**src/rtl/ram_arb_pkg.sv**
```systemverilog
// ============================================================================
// Module      : ram_arb_pkg
// Description : Shared types, default widths and round-robin search helper
//               for the RAM port arbiter.
// Revision    : 1.0 - initial release
// ============================================================================
`default_nettype none

package ram_arb_pkg;

  localparam int DEF_AW = 16;
  localparam int DEF_DW = 16;
  localparam int DEF_BW = 2;

  typedef enum logic [1:0] {
    ST_IDLE = 2'd0,
    ST_ARB  = 2'd1,
    ST_BUSY = 2'd2
  } arb_state_t;

  // First requesting index at or after ptr, wrapping modulo n (n <= 4).
  function automatic logic [1:0] rr_next_idx(input logic [3:0] req,
                                             input logic [1:0] ptr,
                                             input int         n);
    logic [1:0] pick;
    logic       found;
    int         j;
    pick  = ptr;
    found = 1'b0;
    for (int k = 0; k < 4; k++) begin
      j = (int'(ptr) + k) % n;
      if (!found && (k < n) && req[j[1:0]]) begin
        pick  = j[1:0];
        found = 1'b1;
      end
    end
    return pick;
  endfunction

endpackage

`default_nettype wire

```
**src/rtl/ram_port_arbiter_if.sv**
```systemverilog
// ============================================================================
// Module      : ram_port_arbiter_if
// Description : Requester command/return bundle plus the shared RAM port.
// Revision    : 1.0 - initial release
// ============================================================================
`default_nettype none

interface ram_port_arbiter_if #(
  parameter int NREQ = 2,
  parameter int AW   = 16,
  parameter int DW   = 16,
  parameter int BW   = 2
);

  logic [NREQ-1:0]    req;
  logic [NREQ-1:0]    wr;
  logic [NREQ-1:0]    last;
  logic [NREQ*AW-1:0] addr;
  logic [NREQ*DW-1:0] data;
  logic [NREQ*BW-1:0] byte_en;
  logic [NREQ-1:0]    gnt;
  logic [NREQ-1:0]    rd_valid;
  logic [DW-1:0]      rd_data;

  logic [AW-1:0]      ram_address;
  logic [DW-1:0]      ram_data;
  logic [BW-1:0]      ram_byte_en;
  logic               ram_wr;
  logic               ram_clock_en;
  logic [DW-1:0]      ram_q;

  modport slave (
    input  req, wr, last, addr, data, byte_en, ram_q,
    output gnt, rd_valid, rd_data,
           ram_address, ram_data, ram_byte_en, ram_wr, ram_clock_en
  );

  modport master (
    output req, wr, last, addr, data, byte_en, ram_q,
    input  gnt, rd_valid, rd_data,
           ram_address, ram_data, ram_byte_en, ram_wr, ram_clock_en
  );

endinterface

`default_nettype wire

```
**src/rtl/ram_arb_rr_pick.sv**
```systemverilog
// ============================================================================
// Module      : ram_arb_rr_pick
// Description : Combinational round-robin picker: one-hot winner and index.
// Revision    : 1.0 - initial release
// ============================================================================
`default_nettype none

module ram_arb_rr_pick
  import ram_arb_pkg::*;
#(
  parameter int NREQ = 2,
  parameter int IW   = 1
) (
  input  logic [NREQ-1:0] req,
  input  logic [IW-1:0]   ptr,
  output logic [NREQ-1:0] onehot,
  output logic [IW-1:0]   idx
);

  logic [3:0] req4;
  logic [1:0] ptr2;
  logic [1:0] idx2;
  logic       unused_idx;

  always_comb begin
    req4            = '0;
    req4[NREQ-1:0]  = req;
    ptr2            = '0;
    ptr2[IW-1:0]    = ptr;
  end

  assign idx2       = rr_next_idx(req4, ptr2, NREQ);
  assign idx        = idx2[IW-1:0];
  assign unused_idx = ^idx2;

  // An all-zero request vector yields an all-zero one-hot.
  generate
    for (genvar i = 0; i < NREQ; i++) begin : g_onehot
      assign onehot[i] = req[i] && (idx2 == 2'(i));
    end
  endgenerate

endmodule

`default_nettype wire

```
**src/rtl/ram_port_arbiter.sv**
```systemverilog
// ============================================================================
// Module      : ram_port_arbiter
// Description : Round-robin burst arbiter sharing one registered RAM port
//               among NREQ requesters, with tagged read-data return.
//               Macro RAM_ARB_BURST_EN enables multi-beat grants.
// Revision    : 1.0 - initial release
// ============================================================================
`default_nettype none

module ram_port_arbiter
  import ram_arb_pkg::*;
#(
  parameter int NREQ      = 2,
  parameter int AW        = DEF_AW,
  parameter int DW        = DEF_DW,
  parameter int BW        = DEF_BW,
  parameter int MAX_BURST = 16
) (
  input  logic              clk,
  input  logic              rst,
  ram_port_arbiter_if.slave bus
);

  localparam int IW = (NREQ > 2) ? 2 : 1;

  arb_state_t      state, state_nxt;
  logic [IW-1:0]   owner, rr_ptr, pick_idx;
  logic [NREQ-1:0] pick_onehot, gnt;
  logic            pick_any, own_req, beat, rel;

  logic [AW-1:0]   sel_addr;
  logic [DW-1:0]   sel_data;
  logic [BW-1:0]   sel_be;
  logic            sel_wr;

  logic [AW-1:0]   ram_address;
  logic [DW-1:0]   ram_data;
  logic [BW-1:0]   ram_byte_en;
  logic            ram_wr, ram_clock_en;
  logic            tag0_v, tag1_v;
  logic [IW-1:0]   tag0, tag1;
  logic [NREQ-1:0] rd_valid;
  logic [DW-1:0]   rd_data;

`ifdef RAM_ARB_BURST_EN
  logic [7:0]      beat_cnt;
`else
  logic            unused_last;
  assign unused_last = ^bus.last;
`endif

  ram_arb_rr_pick #(
    .NREQ (NREQ),
    .IW   (IW)
  ) u_pick (
    .req    (bus.req),
    .ptr    (rr_ptr),
    .onehot (pick_onehot),
    .idx    (pick_idx)
  );

  assign pick_any = |pick_onehot;
  assign own_req  = bus.req[owner];
  assign sel_addr = bus.addr[int'(owner)*AW +: AW];
  assign sel_data = bus.data[int'(owner)*DW +: DW];
  assign sel_be   = bus.byte_en[int'(owner)*BW +: BW];
  assign sel_wr   = bus.wr[owner];

  always_comb begin
    state_nxt = state;
    gnt       = '0;
    beat      = 1'b0;
    rel       = 1'b0;
    case (state)
      ST_IDLE: if (|bus.req) state_nxt = ST_ARB;
      ST_ARB:  state_nxt = pick_any ? ST_BUSY : ST_IDLE;
      ST_BUSY: begin
        gnt[owner] = own_req;
        beat       = own_req;
`ifdef RAM_ARB_BURST_EN
        rel = !own_req || bus.last[owner] || (beat_cnt == 8'(MAX_BURST-1));
`else
        rel = 1'b1;
`endif
        if (rel) state_nxt = ST_ARB;
      end
      default: state_nxt = ST_IDLE;
    endcase
  end

  always_ff @(posedge clk or posedge rst) begin
    if (rst) begin
      state  <= ST_IDLE;
      owner  <= '0;
      rr_ptr <= '0;
`ifdef RAM_ARB_BURST_EN
      beat_cnt <= '0;
`endif
    end else begin
      state <= state_nxt;
      if (state == ST_ARB && pick_any) begin
        owner <= pick_idx;
`ifdef RAM_ARB_BURST_EN
        beat_cnt <= '0;
`endif
      end
`ifdef RAM_ARB_BURST_EN
      if (beat) beat_cnt <= beat_cnt + 8'd1;
`endif
      if (state == ST_BUSY && rel)
        rr_ptr <= (owner == IW'(NREQ-1)) ? '0 : owner + IW'(1);
    end
  end

  // Two-stage tag pipe lines up with the RAM's registered output.
  always_ff @(posedge clk or posedge rst) begin
    if (rst) begin
      ram_address  <= '0;
      ram_data     <= '0;
      ram_byte_en  <= '0;
      ram_wr       <= 1'b0;
      ram_clock_en <= 1'b0;
      tag0_v       <= 1'b0;
      tag1_v       <= 1'b0;
      tag0         <= '0;
      tag1         <= '0;
      rd_valid     <= '0;
      rd_data      <= '0;
    end else begin
      ram_clock_en <= beat;
      ram_wr       <= beat && sel_wr;
      if (beat) begin
        ram_address <= sel_addr;
        ram_data    <= sel_data;
        ram_byte_en <= sel_be;
      end
      tag0_v <= beat && !sel_wr;
      tag0   <= owner;
      tag1_v <= tag0_v;
      tag1   <= tag0;
      for (int i = 0; i < NREQ; i++)
        rd_valid[i] <= tag1_v && (tag1 == IW'(i));
      if (tag1_v) rd_data <= bus.ram_q;
    end
  end

  assign bus.gnt          = gnt;
  assign bus.rd_valid     = rd_valid;
  assign bus.rd_data      = rd_data;
  assign bus.ram_address  = ram_address;
  assign bus.ram_data     = ram_data;
  assign bus.ram_byte_en  = ram_byte_en;
  assign bus.ram_wr       = ram_wr;
  assign bus.ram_clock_en = ram_clock_en;

endmodule

`default_nettype wire

```
**src/flat_wrapper.sv**
```systemverilog
// flat-port wrapper written by rule: the top's interface ports become plain ports
module ram_port_arbiter_flat import ram_arb_pkg::*;
#(
  parameter int NREQ      = 2,
  parameter int AW        = DEF_AW,
  parameter int DW        = DEF_DW,
  parameter int BW        = DEF_BW,
  parameter int MAX_BURST = 16
)
  (clk, rst, bus_req, bus_wr, bus_last, bus_addr, bus_data, bus_byte_en, bus_ram_q, bus_gnt, bus_rd_valid, bus_rd_data, bus_ram_address, bus_ram_data, bus_ram_byte_en, bus_ram_wr, bus_ram_clock_en);
  ram_port_arbiter_if #(.NREQ(NREQ), .AW(AW), .DW(DW), .BW(BW)) bus_i ();
  input  logic clk;
  input  logic rst;
  input wire logic [$bits(bus_i.req)-1:0] bus_req;
  input wire logic [$bits(bus_i.wr)-1:0] bus_wr;
  input wire logic [$bits(bus_i.last)-1:0] bus_last;
  input wire logic [$bits(bus_i.addr)-1:0] bus_addr;
  input wire logic [$bits(bus_i.data)-1:0] bus_data;
  input wire logic [$bits(bus_i.byte_en)-1:0] bus_byte_en;
  input wire logic [$bits(bus_i.ram_q)-1:0] bus_ram_q;
  output wire logic [$bits(bus_i.gnt)-1:0] bus_gnt;
  output wire logic [$bits(bus_i.rd_valid)-1:0] bus_rd_valid;
  output wire logic [$bits(bus_i.rd_data)-1:0] bus_rd_data;
  output wire logic [$bits(bus_i.ram_address)-1:0] bus_ram_address;
  output wire logic [$bits(bus_i.ram_data)-1:0] bus_ram_data;
  output wire logic [$bits(bus_i.ram_byte_en)-1:0] bus_ram_byte_en;
  output wire logic [$bits(bus_i.ram_wr)-1:0] bus_ram_wr;
  output wire logic [$bits(bus_i.ram_clock_en)-1:0] bus_ram_clock_en;
  assign bus_i.req = bus_req;
  assign bus_i.wr = bus_wr;
  assign bus_i.last = bus_last;
  assign bus_i.addr = bus_addr;
  assign bus_i.data = bus_data;
  assign bus_i.byte_en = bus_byte_en;
  assign bus_i.ram_q = bus_ram_q;
  assign bus_gnt = bus_i.gnt;
  assign bus_rd_valid = bus_i.rd_valid;
  assign bus_rd_data = bus_i.rd_data;
  assign bus_ram_address = bus_i.ram_address;
  assign bus_ram_data = bus_i.ram_data;
  assign bus_ram_byte_en = bus_i.ram_byte_en;
  assign bus_ram_wr = bus_i.ram_wr;
  assign bus_ram_clock_en = bus_i.ram_clock_en;
  ram_port_arbiter #(.NREQ(NREQ), .AW(AW), .DW(DW), .BW(BW), .MAX_BURST(MAX_BURST)) u_core (.clk(clk), .rst(rst), .bus(bus_i));
endmodule
```
**config.mk**
```make
export PLATFORM = sky130hd
export DESIGN_NAME = ram_port_arbiter_flat
export DESIGN_NICKNAME = d
export VERILOG_FILES = /design/src/rtl/ram_arb_pkg.sv /design/src/rtl/ram_port_arbiter_if.sv /design/src/rtl/ram_arb_rr_pick.sv /design/src/rtl/ram_port_arbiter.sv /design/src/flat_wrapper.sv
export SDC_FILE = /design/constraint.sdc
export NUM_CORES = 1
export LEC_CHECK = 0
export ABC_AREA = 1
export BUFFER_PORTS_ARGS = -buffer_cell sky130_fd_sc_hd__buf_2
export CORE_MARGIN = 5
export CORE_UTILIZATION = 40
export CTS_CLUSTER_DIAMETER = 60
export DETAILED_ROUTE_END_ITERATION = 10
export PLACE_DENSITY = 0.79
export REMOVE_ABC_BUFFERS = 1
export SYNTH_ARGS = -nofsm -noshare
export SYNTH_HDL_FRONTEND = slang
export SYNTH_SLANG_ARGS = --single-unit
```
**constraint.sdc**
```tcl
create_clock -name clk -period 2.1 [get_ports clk]
set_clock_uncertainty 0.15 [all_clocks]
set_input_delay 0.105 -clock clk [delete_from_list [all_inputs] [get_ports clk]]
set_output_delay 0.105 -clock clk [all_outputs]
set_load 0.05 [all_outputs]
```
Word level (Yosys, flattened, before mapping)
Index checks and enable logic that the tools add are counted.
- bitwise logic cells: 3
- muxes and demuxes: 19
- $add $sub $neg: 2
- equality and inequality tests: 4
- reductions and logical operators: 16
- order comparisons: 4
- shifts and indexed selects: 3
- operators by type and width (operator ; number):
    variable part select 32 x 6 -> 16 bit ; 2
    2-to-1 mux 1 bit ; 12
    logical AND 1 bit ; 10
    2-to-1 mux 2 bit ; 4
    one-hot mux 2 bit (3 select lines) ; 1
    == test 2 x 1 -> 1 bit, second input constant ; 2
    logical NOT 2 bit ; 2
    OR reduction 2 bit ; 2
    variable part select 4 x 3 -> 2 bit ; 1
    less-than comparator 1 x 3 -> 1 bit, second input constant ; 1
    less-than comparator 2 x 3 -> 1 bit, second input constant ; 1
    adder 1 bit, second input constant ; 2
    bitwise AND 2 bit ; 1
    binary-select mux 1 bit (select 2 bit) ; 1
    == test 2 bit, second input constant ; 1
    logical NOT 1 bit ; 2
    less-than comparator 1 x 2 -> 1 bit, second input constant ; 1
    != test 2 x 1 -> 1 bit, second input constant ; 1
    bitwise AND 1 bit, first input constant ; 1
    demux 1 bit (select 1 bit) ; 1
    greater-or-equal comparator 1 bit, second input constant ; 1
    inverter 1 bit ; 1
- bits in registers: 62
- word-level logic and storage cells: 65
- output and inout bits: 56
- bits of input ports: 92

Logic depth before layout (Yosys ltp)
Gate-level depths: netlist of run 1.
- depth after elaboration: 11
- gate-level depth with buffers: 7
- gate-level depth less buffers: 6

Modules after synthesis
Synthesis of run 1 repeated with hierarchy kept, for this count alone.
- cell total of the unflattened synthesis: 373
- area, all modules: 2831.5 um^2
- modules (own cells, without submodules) (module ; area each (um^2) ; instances ; sequential area each (um^2) ; cells an instance):
    ram_port_arbiter ; 2801.4 ; 1 ; 1551.5 ; 367
    ram_arb_rr_pick ; 30.0 ; 1 ; 0.0 ; 6

Worst setup path before layout of run 1
Ideal clock, no wire load.
- path type: reg2out
- start: register u_core.state[0]
- end: output port bus_gnt[0]
- cell stages (with the launch flop): 6
- arrival: 1.542 ns
- path slack: 0.303 ns
- path through: dfrtp_1 nor2_4 buf_4 buf_4 inv_1 nor2_1
- cells in the longest elaborated chain, start to end: 2
- RTL lines (element ; line ; RTL):
    start: declaration ; ram_port_arbiter.sv:26 ; arb_state_t state, state_nxt;
    start signal: assignment ; ram_port_arbiter.sv:100 ; state <= state_nxt;
    == test 2 bit ; ram_port_arbiter.sv:74 ; case (state)
    2-to-1 mux 2 bit ; ram_port_arbiter.sv:74 ;
    end: declaration ; flat_wrapper.sv:21 ; output wire logic [$bits(bus_i.gnt)-1:0] bus_gnt;
Every way passes these cells.

Worst setup path after layout of run 1
- start: register u_core.owner
- end: register u_core.ram_byte_en[0] (netlist: u_core.bus.ram_byte_en[0])
- cells in the longest elaborated chain, start to end: 3
- elaborated cells between the ends (all ways): 4
- those cells by class: shift (1); mux (3)
- RTL lines (element ; line ; RTL):
    start: declaration ; ram_port_arbiter.sv:27 ; logic [IW-1:0] owner, rr_ptr, pick_idx;
    start signal: assignment ; ram_port_arbiter.sv:102 ; owner <= pick_idx;
    2-to-1 mux 1 bit (not written as such) (2 in series) ; ram_port_arbiter.sv:63 ; assign own_req = bus.req[owner];
    2-to-1 mux 1 bit ; ram_port_arbiter.sv:74 ;
    end signal: assignment ; ram_port_arbiter.sv:135 ; ram_byte_en <= sel_be;
    end: declaration ; ram_port_arbiter.sv:38 ; logic [BW-1:0] ram_byte_en;
Parallel ways exist; a longest one is shown, timed or not. The select of a mux whose other input is x is not followed.
A chain may end at the register's enable or synchronous reset.

==> results of run 1 <==
==> layout make-up <==
cell class	instances	area share, %
Inverter	11	0.928
Sequential cell	62	32.9
Tap cell	96	2.55
Multi-Input combinational cell	275	23.7
Clock inverter	4	0.955
Antenna cell	1	0.0530
Clock buffer	12	3.29
Timing Repair Buffer	240	35.7
==> cells in the final DEF (no fill, tap or decap) <==
cell type,n
sky130_fd_sc_hd__inv_2,1
sky130_fd_sc_hd__dlygate4sd3_1,88
sky130_fd_sc_hd__clkinv_1,1
sky130_fd_sc_hd__nor2_1,6
sky130_fd_sc_hd__diode_2,1
sky130_fd_sc_hd__clkinv_2,3
sky130_fd_sc_hd__inv_4,1
sky130_fd_sc_hd__inv_1,8
sky130_fd_sc_hd__buf_2,145
sky130_fd_sc_hd__nand2_2,1
sky130_fd_sc_hd__nor2_4,1
sky130_fd_sc_hd__buf_8,1
sky130_fd_sc_hd__nand3_1,34
sky130_fd_sc_hd__nor2_2,2
sky130_fd_sc_hd__bufinv_16,1
sky130_fd_sc_hd__clkbuf_8,11
sky130_fd_sc_hd__nand2_4,3
sky130_fd_sc_hd__o21ai_0,3
sky130_fd_sc_hd__dfrtp_1,62
sky130_fd_sc_hd__clkbuf_1,1
sky130_fd_sc_hd__a21oi_1,1
sky130_fd_sc_hd__nand2_1,224
sky130_fd_sc_hd__buf_12,1
sky130_fd_sc_hd__buf_4,4
sky130_fd_sc_hd__buf_6,1
==> per-layer routing <==
| layer | wire (um) | vias to the layer above | share of wire, % |
|---|---|---|---|
| li1 | - | 1581 | - |
| met1 | 3890 | 1478 | 40 |
| met2 | 4690 | 196 | 48 |
| met3 | 955 | 31 | 9.7 |
| met4 | 300 | 0 | 3.1 |
| met5 | 0 | - | 0 |
==> timing repair <==
item,CTS,global route
gates resized for setup,0,4
hold buffers,88,0
endpoints found under the setup margin,0,24
buffers inserted,0,0
hold endpoints to repair,83,0
==> through the flow <==
step / hold WS, ns / util (%) / TNS, ns / area [sq um] / std cells
2_1_floorplan: 0.0681 / - / -6.94 / 2710 / 348
3_3_place_gp: 0.0721 / 52.7 / 0 / 3620 / 596
3_5_place_dp: 0.0808 / 52.7 / 0 / 3620 / 596
4_1_cts: 0.00137 / 68.5 / 0 / 4700 / 700
5_1_grt: 0.0383 / 68.7 / 0 / 4720 / 700
6_report: 0.00386 / 68.7 / 0 / 4720 / 701
==> cells by family after synthesis <==
| family | Yosys count |
|---|---|
| DFF | 62 |
| AOI/OAI and AO/OA | 4 |
| buffers and inverters | 31 |
| and+or+nand+nor | 271 |
==> worst max path at each step <==
stage,to,slack [ns],depth (start not counted)
after floorplan,u_core.bus.ram_address[0]$_DFFE_PP0P_,-0.19,6
after global placement,u_core.bus.ram_data[0]$_DFFE_PP0P_,0.49,6
after detailed placement,u_core.bus.ram_address[11]$_DFFE_PP0P_,0.45,6
after CTS,u_core.bus.ram_address[11]$_DFFE_PP0P_,0.05,7
after global routing,u_core.bus.ram_address[11]$_DFFE_PP0P_,0.01,7
final,u_core.bus.ram_byte_en[0]$_DFFE_PP0P_,0.15,7
==> worst reg2reg max path: stages (launching register included) <==
cell and delay (ns):
sky130_fd_sc_hd__dfrtp_1 0.46, sky130_fd_sc_hd__inv_4 0.17, sky130_fd_sc_hd__buf_8 0.22, sky130_fd_sc_hd__nand2_1 0.10
sky130_fd_sc_hd__nand2_1 0.07, sky130_fd_sc_hd__dlygate4sd3_1 0.56, sky130_fd_sc_hd__nand3_1 0.09, sky130_fd_sc_hd__nand2_1 0.08
==> state kept, by name, summed over array words and instances (netlist names) <==
signal and cells:
u_core.state 2, u_core.tag0_v 1, u_core.bus.rd_data 16, u_core.bus.rd_valid 2, u_core.bus.ram_address 16, u_core.bus.ram_data 16
u_core.owner 1, u_core.bus.ram_byte_en 2, u_core.tag0 1, u_core.bus.ram_wr 1, u_core.tag1_v 1, u_core.tag1 1
u_core.rr_ptr 1, u_core.bus.ram_clock_en 1
==> power groups by stage <==
stage | clock network, uW | logic (uW) | registers (uW)
floorplan | 0 | 929 | 3660
CTS | 1060 | 4010 | 1980
global placement | 0 | 3520 | 1970
detailed placement | 0 | 3590 | 1990
finish | 1040 | 4090 | 1990
global route | 1120 | 4390 | 2060
==> results.cfg, run 1 <==
[place]
placer_s_final_routability_congestion_estimate = 0.779
place_hpwl_um = 5720
post-place-ws_ns = 0.449
port_buffers = 145

[timing]
rsz0062_at_grt = false
final-setup-viol-count = 0
final.period_utilization_pct = 92.8
max_freq_mhz = 513
slew_viol_final = 0
hold_viol_final = 0
max-slew-margin-rel_pct = 57.5
final_period_minus_worst_setup_slack_ns = 1.95
max_slew.worst_pin.slew_ns = 0.636
postLayoutSetupSlackWorst_ns = 0.152

[power]
sequentialPowerShare_pct = 28.0
totalPowerFinal_uw = 7120
cell_internal_pwr_uw = 3490
combPwrFrac_pct = 57.5
power_leakage_uw = 0.00273
power_switching_uw = 3630
cellPowerDensity_nw_per_um2 = 1510
p_sw_share_pct = 51.0
worst_voltage_drop_across_the_vdd_grid_uv = 791
clkPwrFrac_pct = 14.5

[status]
status = finished clean

[synthesis]
synth_top_cell_by_area = sky130_fd_sc_hd__dfrtp_1
syn-instance-count = 368
yosys_most_used_dff = sky130_fd_sc_hd__dfrtp_1
post_synth_and_or_nand_nor_area_fraction_pct = 38.5
netlist_area_sq_um = 2850
postSynth.asyncResetShare_pct = 100
post_synth_fa_ha_maj_area_fraction_pct = 0
synth.top_cells.by_count = sky130_fd_sc_hd__nand2_1, sky130_fd_sc_hd__dfrtp_1, sky130_fd_sc_hd__nand3_1
synth.top_cells.by_area = sky130_fd_sc_hd__dfrtp_1, sky130_fd_sc_hd__nand2_1, sky130_fd_sc_hd__nand3_1
number_of_flops_mapped_to_enable_cells_by_yosys = 0
yosysMostFrequentCell = sky130_fd_sc_hd__nand2_1
synth_top_cell_area_share_pct = 54.4
ys_seq_area_share_pct = 54.4
synth_area_per_cell_sq_um = 7.75
synth-warning-count = 0
synth-seq-cells = 62
synth_compound_area_share_pct = 0.702
yosys-mux-area-fraction_pct = 0
synth_xor_xnor_area_share_pct = 0
number_of_distinct_standard_cells_referenced_by_the_synthesized_netlist = 16
combinational_family_with_the_most_area_after_synthesis = simple AND/OR/NAND/NOR gates

[routing]
detail_routed_net_length_per_standard_cell_um = 14.0
antenna_violating_nets_post_route = 0
drtPass1Iterations = 5
drt_iter0_markers = 124
remaining_drc_errors = 0
route.vias.total = 3286
vias_per_cell = 4.69
final_wirelength_um = 9840

[clock_tree]
cts_max_path_buffers = 2
tritoncts_clock_tree = yes
htree_levels = 3
number_of_sinks_on_the_clock_net = 62
cts-buffers-inserted = 9
clk_root_buffer_cell = sky130_fd_sc_hd__clkbuf_8
worst_skew_pair.late_latency_ns = 0.33
clock_pin_slew_of_the_registers_on_the_worst_case_setup_and_hold_paths_ns = 0.07

[global_routing]
overflow = 0
grt_first_pass_wirelength_um = 15900
grt_util_met2_pct = 37.8
overall_track_demand_over_capacity_in_global_routing_pct = 22.9
first_global_vias = 3446
number_of_antenna_violations_at_the_first_check_in_global_routing = 0
use_met3_pct = 6.45
busiest_layer = met2
maximum_number_of_pins_on_one_net_before_global_route_repair = 38
met1_routing_resource_usage_after_global_routing_pct = 27.0

[worst_hold_path]
timing.hold.worst_endpoint = u_core.bus.ram_wr$_DFF_PP0_
hp-class = in2reg
hold-path-cell-count = 5
hold_crit_start = bus_wr[1]

[cells_and_area]
area_growth_syn_to_layout_pct = 65.4
layout.filler_cells = 541
multi_input_area_sq_um = 1120
drive_gt1_share_pct = 29.1
final-seq-area_sq_um = 1550
fin_nets = 691

[die]
width_of_the_chip_um = 94.5
core_area_sq_um = 6870
initial_core_util_pct = 41.5
die_height_um = 94.5
die-area_sq_um = 8920
num_io_pins = 148
row_count = 30

[worst_setup_path]
timing.critical_path.max_delay_family = buffers and inverters
cp-end-kind = flop
cp_data_arrival_time_ns = 2.07
cp_common_cell = sky130_fd_sc_hd__nand2_1
regToRegSetupSlack_ns = 0.15
endpoint_of_the_most_critical_register_to_register_path = u_core.bus.ram_byte_en[0]$_DFFE_PP0P_
worst-r2r-cell-count = 7
r2r-start = u_core.owner$_DFFE_PP0P_
wp_buf_inv = 3
worstPathRequired_ns = 2.22
critical_path.cell_chain = inv_4 > buf_8 > nand2_1 > nand2_1 > dlygate4sd3_1 > nand3_1 > nand2_1
path_class = reg2reg
cpPeakStageDelay_ns = 0.56
crit_path_max_fanout = 27
cpMaxStageDelayCell = sky130_fd_sc_hd__dlygate4sd3_1
critPathLaunchType = flop
worst_setup_path_startpoint = u_core.owner$_DFFE_PP0P_

[flow_run]
max_cap_viol_count = 0
(Power assumes the default switching activity.)
==> run 2: changes to the inputs <==
--- a/config.mk
+++ b/config.mk
@@ -7,12 +7,13 @@
 export LEC_CHECK = 0
 export ABC_AREA = 1
 export BUFFER_PORTS_ARGS = -buffer_cell sky130_fd_sc_hd__buf_2
-export CORE_MARGIN = 5
+export CORE_MARGIN = 2
 export CORE_UTILIZATION = 40
 export CTS_CLUSTER_DIAMETER = 60
 export DETAILED_ROUTE_END_ITERATION = 10
 export PLACE_DENSITY = 0.79
 export REMOVE_ABC_BUFFERS = 1
+export SETUP_SLACK_MARGIN = 0.05
 export SYNTH_ARGS = -nofsm -noshare
 export SYNTH_HDL_FRONTEND = slang
 export SYNTH_SLANG_ARGS = --single-unit
==> results.cfg, run 2 (synthesized netlist as in run 1, its figures left out) <==
[clock_tree]
cts_max_path_buffers = 2
tritoncts_clock_tree = yes
clk_root_buffer_cell = sky130_fd_sc_hd__clkbuf_8
worst_skew_pair.late_latency_ns = 0.32
htree_levels = 3
cts_setup_buffers = 0
cts-buffers-inserted = 9
number_of_sinks_on_the_clock_net = 62
clock_pin_slew_of_the_registers_on_the_worst_case_setup_and_hold_paths_ns = 0.07

[power]
power_leakage_uw = 0.00273
power_switching_uw = 3600
cell_internal_pwr_uw = 3510
totalPowerFinal_uw = 7110
sequentialPowerShare_pct = 28.0
clkPwrFrac_pct = 16.2
p_sw_share_pct = 50.6
worst_voltage_drop_across_the_vdd_grid_uv = 712
combPwrFrac_pct = 55.9
cellPowerDensity_nw_per_um2 = 1500

[worst_setup_path]
crit_cells = 7
cp_data_arrival_time_ns = 2.03
worst_setup_path_startpoint = u_core.owner$_DFFE_PP0P_
timing.critical_path.max_delay_family = buffers and inverters
cpPeakStageDelay_ns = 0.55
critPathLaunchType = flop
worstPathRequired_ns = 2.21
cp-end-kind = flop
cpMaxStageDelayCell = sky130_fd_sc_hd__dlygate4sd3_1
wp_buf_inv = 3
critical_path.cell_chain = inv_4 > buf_8 > nand2_1 > nand2_1 > dlygate4sd3_1 > nand3_1 > nand2_1
worst-r2r-cell-count = 7
r2r-start = u_core.owner$_DFFE_PP0P_
path_class = reg2reg
cp_common_cell = sky130_fd_sc_hd__nand2_1
crit_path_max_fanout = 26

[timing]
final-setup-viol-count = 0
final_period_minus_worst_setup_slack_ns = 1.92
max_slew.worst_pin.slew_ns = 0.478
slew_viol_final = 0
max-slew-margin-rel_pct = 67.9
hold_viol_final = 0
whs_ns = 0.0260
final.period_utilization_pct = 91.5
max_freq_mhz = 520
rsz0062_at_grt = false
final.setup.tns_ns = 0

[routing]
route.vias.total = 3274
detail_routed_net_length_per_standard_cell_um = 13.0
final_wirelength_um = 9110
antenna_violating_nets_post_route = 0
remaining_drc_errors = 0
drtPass1Iterations = 5
vias_per_cell = 4.67
drt_iter0_markers = 142

[die]
row_count = 30
num_io_pins = 148
die-area_sq_um = 7820
die_height_um = 88.5
core_area_sq_um = 6830
width_of_the_chip_um = 88.5
initial_core_util_pct = 41.8

[place]
port_buffers = 145
postPlaceCellArea_sq_um = 3630
place_hpwl_um = 5160
placer_s_final_routability_congestion_estimate = 0.743
numPlacedInstances = 597

[global_routing]
overflow = 0
grt_first_pass_wirelength_um = 14300
first_global_vias = 3261
maximum_number_of_pins_on_one_net_before_global_route_repair = 42
number_of_antenna_violations_at_the_first_check_in_global_routing = 0
overall_track_demand_over_capacity_in_global_routing_pct = 23.6

[cells_and_area]
fin_nets = 692
commonest_cells_after_routing_fill_and_taps_aside = sky130_fd_sc_hd__nand2_1, sky130_fd_sc_hd__buf_2, sky130_fd_sc_hd__dlygate4sd3_1
finalNonFillerCells = 701
antennaDiodeCount = 0
registers_with_the_highest_flip_flop_counts = u_core.bus.ram_address x16, u_core.bus.ram_data x16, u_core.bus.rd_data x16
most_frequent_standard_cell_in_the_layout_excluding_fill_and_tap_cells = sky130_fd_sc_hd__nand2_1
area_growth_syn_to_layout_pct = 66.2
drive_gt1_share_pct = 29.4
cell_area_after_layout_sq_um = 4740

[worst_hold_path]
hp-class = in2reg
hold-path-cell-count = 5
hold_crit_start = bus_wr[1]

[flow_run]
max_cap_viol_count = 0

[status]
status = finished clean
-- run 2: final cells by class --
cell class              count  area, sq um
well taps                  96          120
inverters                  11         43.8
repair buffers            241         1690
clock buffers              10          138
multi-input cells         275         1120
flip-flops and latches     62         1550
fillers                   529         2090
clock inverters             6         85.1
-- run 2: per-layer routing --
metal	vias to the layer above	track usage (%)	wire, um
met4	0	7.71	129
met1	1492	26.5	3540
li1	1587	-	-
met3	14	5.78	772
met5	-	0	0
met2	181	43.7	4660
-- run 2: worst register-to-register path: cells and delay by family, from the launching register on --
kind	cells	cell delay, ns
buffers and inverters	3	0.94
flip-flops	1	0.46
AND/OR/NAND/NOR	4	0.31
-- run 2: worst paths after layout --
path | to | slack [ns]
worst max register to register | u_core.bus.ram_address[15]$_DFFE_PP0P_ | 0.18
max in group asynchronous | u_core.bus.rd_data[11]$_DFFE_PP0P_ | 1.04
worst min-delay path | u_core.bus.ram_wr$_DFF_PP0_ | 0.03
worst min register to register | u_core.tag1_v$_DFF_PP0_ | 0.22
min in group asynchronous | u_core.bus.ram_clock_en$_DFF_PP0_ | 0.19
worst max-delay path | u_core.bus.ram_address[15]$_DFFE_PP0P_ | 0.18
-- run 2: repair_timing --
item,4_1_cts,5_1_grt
endpoints found under the hold margin,76,0
hold buffers,88,0
resized for setup,0,3
endpoints found under the setup margin,0,16
-- run 2: power by group through the flow --
stage,Clock [uW],Sequential [uW],Combinational [uW]
CTS,1170,1980,3910
global placement,0,1970,3490
finish,1150,1990,3970
global route,1230,2040,4260
floorplan,0,3660,929
detailed placement,0,1980,3570
-- run 2: metrics by stage --
stage / setup slack (ns) / utilization [%]
4_1_cts: 0.0691 / 69.3
5_1_grt: 0.0696 / 69.4
2_1_floorplan: -0.185 / -
6_report: 0.178 / 69.4
3_5_place_dp: 0.403 / 53.1
3_3_place_gp: 0.456 / 53.1
==> run 3: changes to the inputs <==
--- a/config.mk
+++ b/config.mk
@@ -7,11 +7,13 @@
 export LEC_CHECK = 0
 export ABC_AREA = 1
 export BUFFER_PORTS_ARGS = -buffer_cell sky130_fd_sc_hd__buf_2
+export CELL_PAD_IN_SITES_DETAIL_PLACEMENT = 1
+export CELL_PAD_IN_SITES_GLOBAL_PLACEMENT = 2
 export CORE_MARGIN = 2
-export CORE_UTILIZATION = 40
+export CORE_UTILIZATION = 23
 export CTS_CLUSTER_DIAMETER = 60
 export DETAILED_ROUTE_END_ITERATION = 10
-export PLACE_DENSITY = 0.79
+export PLACE_DENSITY = 0.85
 export REMOVE_ABC_BUFFERS = 1
 export SETUP_SLACK_MARGIN = 0.05
 export SYNTH_ARGS = -nofsm -noshare
==> results.cfg, run 3 (synthesized netlist as in run 1, its figures left out) <==
[clock_tree]
htree_levels = 3
cts-buffers-inserted = 9
tritoncts_clock_tree = yes
worst_skew_pair.late_latency_ns = 0.32
clk_root_buffer_cell = sky130_fd_sc_hd__clkbuf_16
number_of_sinks_on_the_clock_net = 62
clock_pin_slew_of_the_registers_on_the_worst_case_setup_and_hold_paths_ns = 0.05
cts_max_path_buffers = 2
cts_setup_buffers = 0
count_of_cells_resized_by_post_cts_repair = 0

[place]
post-place-ws_ns = 0.561
place_hpwl_um = 6550
placer_s_final_routability_congestion_estimate = 0.726
port_buffers = 145
postPlaceCellArea_sq_um = 3730

[timing]
postLayoutSetupSlackWorst_ns = 0.202
whs_ns = -0.00625
max-slew-margin-rel_pct = 65.3
max_freq_mhz = 527
hold_viol_final = 1
slew_viol_final = 0
final.period_utilization_pct = 90.4
final_period_minus_worst_setup_slack_ns = 1.90
final-setup-viol-count = 0
max_slew.worst_pin.slew_ns = 0.520
rsz0062_at_grt = false

[global_routing]
first_global_vias = 3531
busiest_layer = met2
maximum_number_of_pins_on_one_net_before_global_route_repair = 41
overflow = 0
number_of_antenna_violations_at_the_first_check_in_global_routing = 0
overall_track_demand_over_capacity_in_global_routing_pct = 15.7
grt_util_met2_pct = 29.1
grt_first_pass_wirelength_um = 16300
met1_routing_resource_usage_after_global_routing_pct = 17.0
use_met3_pct = 4.11

[die]
die_height_um = 115
die-area_sq_um = 13300
core_area_sq_um = 12100
width_of_the_chip_um = 115
initial_core_util_pct = 23.7
num_io_pins = 148
row_count = 40

[worst_setup_path]
cp_data_arrival_time_ns = 2.01
crit_path_max_fanout = 22
regToRegSetupSlack_ns = 0.20
crit_path_end = u_core.bus.ram_address[5]$_DFFE_PP0P_
worst-r2r-cell-count = 7
worst_setup_path_startpoint = u_core.owner$_DFFE_PP0P_
cp_common_cell = sky130_fd_sc_hd__nand2_1
cpPeakStageDelay_ns = 0.54
timing.critical_path.max_delay_family = buffers and inverters
path_class = reg2reg
cpMaxStageDelayCell = sky130_fd_sc_hd__dlygate4sd3_1
critPathLaunchType = flop
r2r-start = u_core.owner$_DFFE_PP0P_
endpoint_of_the_most_critical_register_to_register_path = u_core.bus.ram_address[5]$_DFFE_PP0P_
crit_cells = 7
critical_path.cell_chain = inv_2 > buf_4 > nand2_1 > nand2_1 > dlygate4sd3_1 > nand3_1 > nand2_1
worstPathRequired_ns = 2.21
cp-end-kind = flop
wp_buf_inv = 3

[cells_and_area]
fin_nets = 691
area_growth_syn_to_layout_pct = 72.5
most_frequent_standard_cell_in_the_layout_excluding_fill_and_tap_cells = sky130_fd_sc_hd__nand2_1
drive_gt1_share_pct = 29.5
cell_area_after_layout_sq_um = 4920
final_core_util_pct = 40.8
registers_with_the_highest_flip_flop_counts = u_core.bus.ram_address x16, u_core.bus.ram_data x16, u_core.bus.rd_data x16
antennaDiodeCount = 0
commonest_cells_after_routing_fill_and_taps_aside = sky130_fd_sc_hd__nand2_1, sky130_fd_sc_hd__buf_2, sky130_fd_sc_hd__dlygate4sd3_1

[flow_run]
max_cap_viol_count = 0

[routing]
antenna_violating_nets_post_route = 0
remaining_drc_errors = 0
route.vias.total = 3227
final_wirelength_um = 10100
vias_per_cell = 4.18
drtPass1Iterations = 4
detail_routed_net_length_per_standard_cell_um = 13.1
drt_iter0_markers = 131

[worst_hold_path]
hp-class = in2reg

[power]
cellPowerDensity_nw_per_um2 = 1570
totalPowerFinal_uw = 7710
worst_voltage_drop_across_the_vdd_grid_uv = 455
power_leakage_uw = 0.00278

[status]
status = complete, but fails checks
violated_checks = hold timing
run 3: cell types whose count changed in the layout (fill, tap and decap cells not counted):
cell	before	now
sky130_fd_sc_hd__clkinvlp_4	2	0
sky130_fd_sc_hd__clkbuf_16	0	9
sky130_fd_sc_hd__buf_4	6	8
sky130_fd_sc_hd__buf_8	1	0
sky130_fd_sc_hd__clkinv_2	2	1
sky130_fd_sc_hd__dlygate4sd3_1	88	86
sky130_fd_sc_hd__clkbuf_8	10	3
sky130_fd_sc_hd__inv_4	1	0
sky130_fd_sc_hd__inv_2	1	2
sky130_fd_sc_hd__clkbuf_1	0	1
run 3: worst min path at each step:
stage / start / to / depth (start not counted)
after global placement: rst / u_core.bus.rd_data[0]$_DFFE_PP0P_ / 2
after detailed placement: rst / u_core.bus.rd_data[0]$_DFFE_PP0P_ / 2
after global routing: bus_data[30] / u_core.bus.ram_data[14]$_DFFE_PP0P_ / 5
after CTS: bus_data[21] / u_core.bus.ram_data[5]$_DFFE_PP0P_ / 5
final: bus_data[21] / u_core.bus.ram_data[5]$_DFFE_PP0P_ / 5
after floorplan: bus_ram_q[0] / u_core.bus.rd_data[0]$_DFFE_PP0P_ / 2
run 3: cell type report:
cell class,count,area [sq um]
Sequential cell,62,1550
Fill cell,1489,7140
Timing Repair Buffer,240,1670
Multi-Input combinational cell,275,1120
Inverter,11,41.3
Tap cell,168,210
Clock buffer,13,270
Clock inverter,3,65.1
run 3: where the power goes:
part           internal (uW)  total [uW]  switching [uW]
Clock                   1130        1650             514
Sequential              1710        1980             271
Combinational           1170        4080            2920
Total                   4010        7710            3700
run 3: metal layers:
metal | wire [um] | share of wire, % | vias to the layer above
met4 | 192 | 1.9 | 0
li1 | - | - | 1581
met2 | 5190 | 51 | 112
met1 | 4130 | 41 | 1518
met5 | 0 | 0 | -
met3 | 642 | 6.3 | 16
run 3: through the flow:
| step | std cells | TNS, ns |
|---|---|---|
| after global placement | 670 | 0 |
| after detailed placement | 670 | 0 |
| after floorplan | 348 | -6.94 |
| after global routing | 772 | 0 |
| after CTS | 772 | 0 |
| final | 772 | 0 |
run 3: repair_timing:
item,CTS,global route
endpoints found under the setup margin,0,0
endpoints found under the hold margin,77,0
hold buffers,86,0
run 3: worst reg2reg max path, cell delays in order, from the launching register on:
cell and delay [ns]:
sky130_fd_sc_hd__dfrtp_1 0.44, sky130_fd_sc_hd__inv_2 0.10, sky130_fd_sc_hd__buf_4 0.25, sky130_fd_sc_hd__nand2_1 0.10, sky130_fd_sc_hd__nand2_1 0.06, sky130_fd_sc_hd__dlygate4sd3_1 0.54
sky130_fd_sc_hd__nand3_1 0.08, sky130_fd_sc_hd__nand2_1 0.10
